### src/rtl/pipe_chain_if.sv
// pipe_chain_if: upstream/downstream handshake, per-stage flush and occupancy for pipe_chain
interface pipe_chain_if #(
  parameter int WIDTH  = 32,
  parameter int STAGES = 3
);
  localparam int OCC_W = $clog2(STAGES + 1);
  logic              i_valid;
  logic [WIDTH-1:0]  i_data;
  logic              o_ready;
  logic [STAGES-1:0] i_flush;
  logic              i_ready;
  logic              o_valid;
  logic [WIDTH-1:0]  o_data;
  logic [OCC_W-1:0]  o_occupancy;
  modport slave (
    input  i_valid, i_data, i_flush, i_ready,
    output o_ready, o_valid, o_data, o_occupancy
  );
  modport master (
    output i_valid, i_data, i_flush, i_ready,
    input  o_ready, o_valid, o_data, o_occupancy
  );
endinterface

### src/rtl/pipe_chain.sv
// pipe_chain: multi-stage valid/ready register chain with per-stage flush and bubble collapse
module pipe_chain #(
  parameter int WIDTH  = 32,
  parameter int STAGES = 3,
  parameter int OCC_W  = $clog2(STAGES + 1)
) (
  input  logic i_clk,
  input  logic i_a_rst_n,
  input  logic i_s_rst,
  pipe_chain_if.slave m
);
  logic [STAGES-1:0] valid_q, valid_d, ev, en, up_v;
  logic [WIDTH-1:0]  data_q [STAGES];
  logic [WIDTH-1:0]  data_d [STAGES];
  logic [WIDTH-1:0]  up_data [STAGES];
  logic [OCC_W-1:0]  occ;
  assign ev   = valid_q & ~m.i_flush;
  assign up_v = STAGES'({ev, m.i_valid});
  // a stage may load when it or any stage between it and the output is empty
  genvar k;
  generate
    for (k = 0; k < STAGES; k++) begin : g_stage
      assign en[k] = m.i_ready | ~(&ev[STAGES-1:k]);
      if (k == 0) begin : g_in
        assign up_data[k] = m.i_data;
      end else begin : g_mid
        assign up_data[k] = data_q[k-1];
      end
    end
  endgenerate
  always_comb begin
    valid_d = valid_q;
    data_d  = data_q;
    occ     = '0;
    for (int i = 0; i < STAGES; i++) begin
      valid_d[i] = en[i] ? up_v[i] : valid_q[i];
      data_d[i]  = (en[i] && up_v[i]) ? up_data[i] : data_q[i];
      occ        = occ + OCC_W'(valid_q[i]);
    end
    if (i_s_rst) begin
      valid_d = '0;
      for (int i = 0; i < STAGES; i++) data_d[i] = '0;
    end
  end
  always_ff @(posedge i_clk or negedge i_a_rst_n) begin
    if (!i_a_rst_n) begin
      valid_q <= '0;
      data_q  <= '{default: '0};
    end else begin
      valid_q <= valid_d;
      data_q  <= data_d;
    end
  end
  assign m.o_ready     = en[0];
  assign m.o_valid     = ev[STAGES-1];
  assign m.o_data      = data_q[STAGES-1];
  assign m.o_occupancy = occ;
endmodule

### src/flat_wrapper.sv
// flat-port wrapper written by rule: the top's interface ports become plain ports
module pipe_chain_flat 
#(
  parameter int WIDTH  = 32,
  parameter int STAGES = 3,
  parameter int OCC_W  = $clog2(STAGES + 1)
)
  (i_clk, i_a_rst_n, i_s_rst, m_i_valid, m_i_data, m_i_flush, m_i_ready, m_o_ready, m_o_valid, m_o_data, m_o_occupancy);
  pipe_chain_if #(.WIDTH(WIDTH), .STAGES(STAGES)) m_i ();
  input  logic i_clk;
  input  logic i_a_rst_n;
  input  logic i_s_rst;
  input wire logic [$bits(m_i.i_valid)-1:0] m_i_valid;
  input wire logic [$bits(m_i.i_data)-1:0] m_i_data;
  input wire logic [$bits(m_i.i_flush)-1:0] m_i_flush;
  input wire logic [$bits(m_i.i_ready)-1:0] m_i_ready;
  output wire logic [$bits(m_i.o_ready)-1:0] m_o_ready;
  output wire logic [$bits(m_i.o_valid)-1:0] m_o_valid;
  output wire logic [$bits(m_i.o_data)-1:0] m_o_data;
  output wire logic [$bits(m_i.o_occupancy)-1:0] m_o_occupancy;
  assign m_i.i_valid = m_i_valid;
  assign m_i.i_data = m_i_data;
  assign m_i.i_flush = m_i_flush;
  assign m_i.i_ready = m_i_ready;
  assign m_o_ready = m_i.o_ready;
  assign m_o_valid = m_i.o_valid;
  assign m_o_data = m_i.o_data;
  assign m_o_occupancy = m_i.o_occupancy;
  pipe_chain #(.WIDTH(WIDTH), .STAGES(STAGES), .OCC_W(OCC_W)) u_core (.i_clk(i_clk), .i_a_rst_n(i_a_rst_n), .i_s_rst(i_s_rst), .m(m_i));
endmodule
### config.mk
export PLATFORM = sky130hd
export DESIGN_NAME = pipe_chain_flat
export DESIGN_NICKNAME = d
export VERILOG_FILES = /design/src/rtl/pipe_chain_if.sv /design/src/rtl/pipe_chain.sv /design/src/flat_wrapper.sv
export SDC_FILE = /design/constraint.sdc
export NUM_CORES = 1
export LEC_CHECK = 0
export ABC_AREA = 0
export CORE_ASPECT_RATIO = 1.75
export CORE_MARGIN = 3
export CORE_UTILIZATION = 40
export CTS_CLUSTER_SIZE = 20
export DETAILED_ROUTE_END_ITERATION = 16
export HOLD_SLACK_MARGIN = 0.03
export PLACE_DENSITY = 0.74
export SLEW_MARGIN = 10
export SYNTH_ARGS = -nofsm -noshare
export SYNTH_HDL_FRONTEND = slang
export SYNTH_SLANG_ARGS = --single-unit
### constraint.sdc
create_clock -name i_clk -period 2.9 [get_ports i_clk]
set_input_delay 0.29 -clock i_clk [delete_from_list [all_inputs] [get_ports i_clk]]
set_output_delay 0.29 -clock i_clk [all_outputs]
set_load 0.02 [all_outputs]
==> qor.csv <==
stage,metric,value,unit
outcome,status,"finished, final reports clean",
final_layout,final core utilization,50.4,%
worst_setup_path,worst r2r path cells,3,
timing,final worst path period share,89.8,%
detailed_routing,Routed Antenna Nets,0,
timing,RSZ-0062 raised after global routing,false,
yosys,compound-cell area share of the yosys netlist,7.14,%
timing,Final setup violation count,0,
global_routing,grt ovf,0,
detailed_routing,final WL,8740,um
placement,Area after DPL,5150,um^2
yosys,most frequent cell after synthesis,dfrtp_1,
timing,skew final,0.00601,ns
yosys,post-synthesis xor/xnor area fraction,0,%
worst_setup_path,Worst setup EP type,primary output,
timing,Setup TNS,0,ns
clock_tree,number of setup buffers added after CTS,0,
min_path,hold path start,i_s_rst,
yosys,mux cell area share after synthesis,14.1,%
floorplan,cell row count,50,
yosys,Simple-Gate Fraction of Synth Area,14.8,%
yosys,prevailing post-synth register cell,dfrtp_1,
yosys,Synth area leader,dfrtp_1,
timing,Slew @ Worst Pin,1.17,ns
clock_tree,worst-case clock buffer depth,2,
final_layout,layout cell share with drive strength beyond 1,7.51,%
clock_tree,Num CTS Buffers,9,
final_layout,fin area,5490,um^2
final_layout,diodes inserted,0,
global_routing,first-pass GRT wire length,14800,um
min_path,Tightest Hold Check Type,in2reg,
global_routing,largest net degree at the start of global routing,79,
worst_setup_path,FF-to-FF End,u_core.data_q[85]$_DFFE_PN0P_,
timing,relative slew slack,21.8,%
yosys,"top cells by count, synth","dfrtp_1 (99), nand2b_1 (98), mux2i_1 (64), buf_4 (34), a22o_1 (30)",
yosys,Post-Synthesis Cells,370,
detailed_routing,DR vias,2707,
final_layout,Syn-to-layout area delta,20.8,%
yosys,"FF+latch count, synth",99,
clock_tree,H-tree lvl count,3,
worst_setup_path,CP Launch Type,input port,
yosys,Mapped Area,4540,um^2
timing,Fmax,384,MHz
clock_tree,CTS tree,yes,
yosys,Netlist cell types,23,
floorplan,Die Width,86.5,um
floorplan,CORE AREA,10900,um^2
power,Cell Int Power,2330,uW
floorplan,Die Ht,147,um
detailed_routing,# DRC,0,
detailed_routing,Initial DRC Count,110,
placement,gpl congestion,0.775,
power,VDD IR max,0.374,mV
yosys,sequential element share of the synthesized area,54.6,%
global_routing,initial antenna violation count,0,
timing,"Hold Vio Cnt, Final",0,
worst_setup_path,reg2reg start,u_core.valid_q[2]$_DFFE_PN0P_,
detailed_routing,Vias/cell,4.99,
yosys,largest family of logic cells by synthesized area,simple AND/OR/NAND/NOR gates,
worst_setup_path,CP Class,in2out,
yosys,syn_area_per_cell,12.3,um^2
detailed_routing,Routed WL per cell,16.1,um
power,combinational group share of total power,7.8,%
yosys,Synthesized Nets,411,
yosys,largest cells by area after synthesis,"dfrtp_1 (55%), mux2i_1 (14%), nand2b_1 (14%)",
worst_setup_path,Worst EP required,2.61,ns
power,NetSw,623,uW
detailed_routing,drt first pass iters,4,
final_layout,fillers,1015,
yosys,Yosys warnings,0,
min_path,worst hold path endpoint,u_core.m.o_data[1]$_DFFE_PN0P_,
timing,Final Max Slew Viols,0,
global_routing,GRT Util Overall,14.9,%
power,Leak,0.00261,uW
global_routing,vias in the first global route,2885,
yosys,Adder-Cell Fraction of Synth Area,0.441,%
floorplan,I/O pins,76,
yosys,Post-synth ARST share,100,%
final_layout,# nets final,449,
worst_setup_path,R2R Setup Slk,0.79,ns
clock_tree,clk_lat worst skew,0.34,ns
clock_tree,Clock transition at path regs,0.06,ns
power,pwr/cell area,539,nW/um^2
placement,Final HPWL DP,5600,um
floorplan,die area,12700,um^2
power,register share of total power,48.3,%
clock_tree,clock root buffer,clkbuf_16,
clock_tree,clk sinks,99,
placement,PortBufs,75,
worst_setup_path,"Arr. time, crit path",2.31,ns
floorplan,initial core utilization,41.7,%
yosys,Post-synth EDFFs,0,
min_path,hold depth,2,
timing,Tmin final,2.60,ns
power,Clock Power Share,43.9,%
flow_run,Max Cap Violations,0,
power,switch share,21.1,%
worst_setup_path,crit path max fanout,6,
yosys,share of the synthesized area in the top cell type,54.6,%
power by group through the flow:
stage                     clock network, uW  logic [uW]  registers (uW)
after floorplan                           0         129            1450
after global placement                    0         230            1450
after detailed placement                  0         235            1450
after CTS                              1330         237            1430
after global routing                   1380         257            1430
final                                  1300         231            1430
how the worst max path moves through the flow:
stage,cells after the start,from,end
6_report,4,m_i_flush[2],m_o_ready
5_1_grt,3,u_core.valid_q[2]$_DFFE_PN0P_,m_o_ready
4_1_cts,3,u_core.valid_q[2]$_DFFE_PN0P_,m_o_ready
3_5_place_dp,4,m_i_flush[2],m_o_ready
3_3_place_gp,4,m_i_flush[2],m_o_ready
2_1_floorplan,3,u_core.valid_q[2]$_DFFE_PN0P_,m_o_ready
through the flow:
step	hold WS, ns	worst slack [ns]	total power, uW	instances
6_report	0.388	0.295	2960	543
5_1_grt	0.418	0.219	3070	543
4_1_cts	0.378	0.283	3000	543
3_5_place_dp	0.385	0.291	1690	526
3_3_place_gp	0.376	0.335	1680	526
2_1_floorplan	-0.00559	1.23	1580	370
cells in the final DEF (no fill, tap or decap), types with 2 or more instances in the layout:
master / instances
buf_12: 2
clkbuf_16: 9
nand3_1: 2
clkbuf_8: 2
buf_4: 7
mux2i_1: 64
clkdlybuf4s50_1: 73
nand2b_1: 98
dfrtp_1: 99
a22o_1: 30
a21oi_1: 6
bufinv_16: 2
o21ai_0: 2
logic make-up after synthesis:
family                   count (synthesis)
AO/OA/AOI/OAI                           41
buffers and inverters                   58
AND/OR/NAND/NOR                        107
multiplexers                            64
flip-flops                              99
adder cells (fa/ha/maj)                  1
worst max-delay path, stage by stage:
cell,delay [ns]
clkdlybuf4s50_1,0.44
or3b_1,0.51
or3_2,0.53
clkdlybuf4s50_1,0.55
sequential cells by signal, summed over array words and instances (netlist names):
name and count:
u_core.data_q 64, u_core.valid_q 3, u_core.m.o_data 32
routing by layer:
layer / global-route usage [%] / vias up / part of all wire (%)
li1: - / 1290 / -
met2: 24.2 / 58 / 51
met5: 0 / - / 0
met4: 6.94 / 0 / 2.8
met3: 3.42 / 14 / 4.1
met1: 18.4 / 1345 / 42
final cells by class:
cell class | count | area (um^2) | share of cell area (%)
Clock buffer | 12 | 256 | 4.68
Timing Repair Buffer | 84 | 838 | 15.3
Inverter | 1 | 3.75 | 0.0684
Sequential cell | 99 | 2480 | 45.2
Tap cell | 130 | 163 | 2.97
Multi-Input combinational cell | 213 | 1670 | 30.5
Clock inverter | 4 | 72.6 | 1.32
timing repair:
| item | in CTS | in global routing |
|---|---|---|
| endpoints found under the hold margin | 53 | 0 |
| hold buffers | 1 | 0 |
| resized for setup | 0 | 0 |
Power figures use the tool's default switching activity.
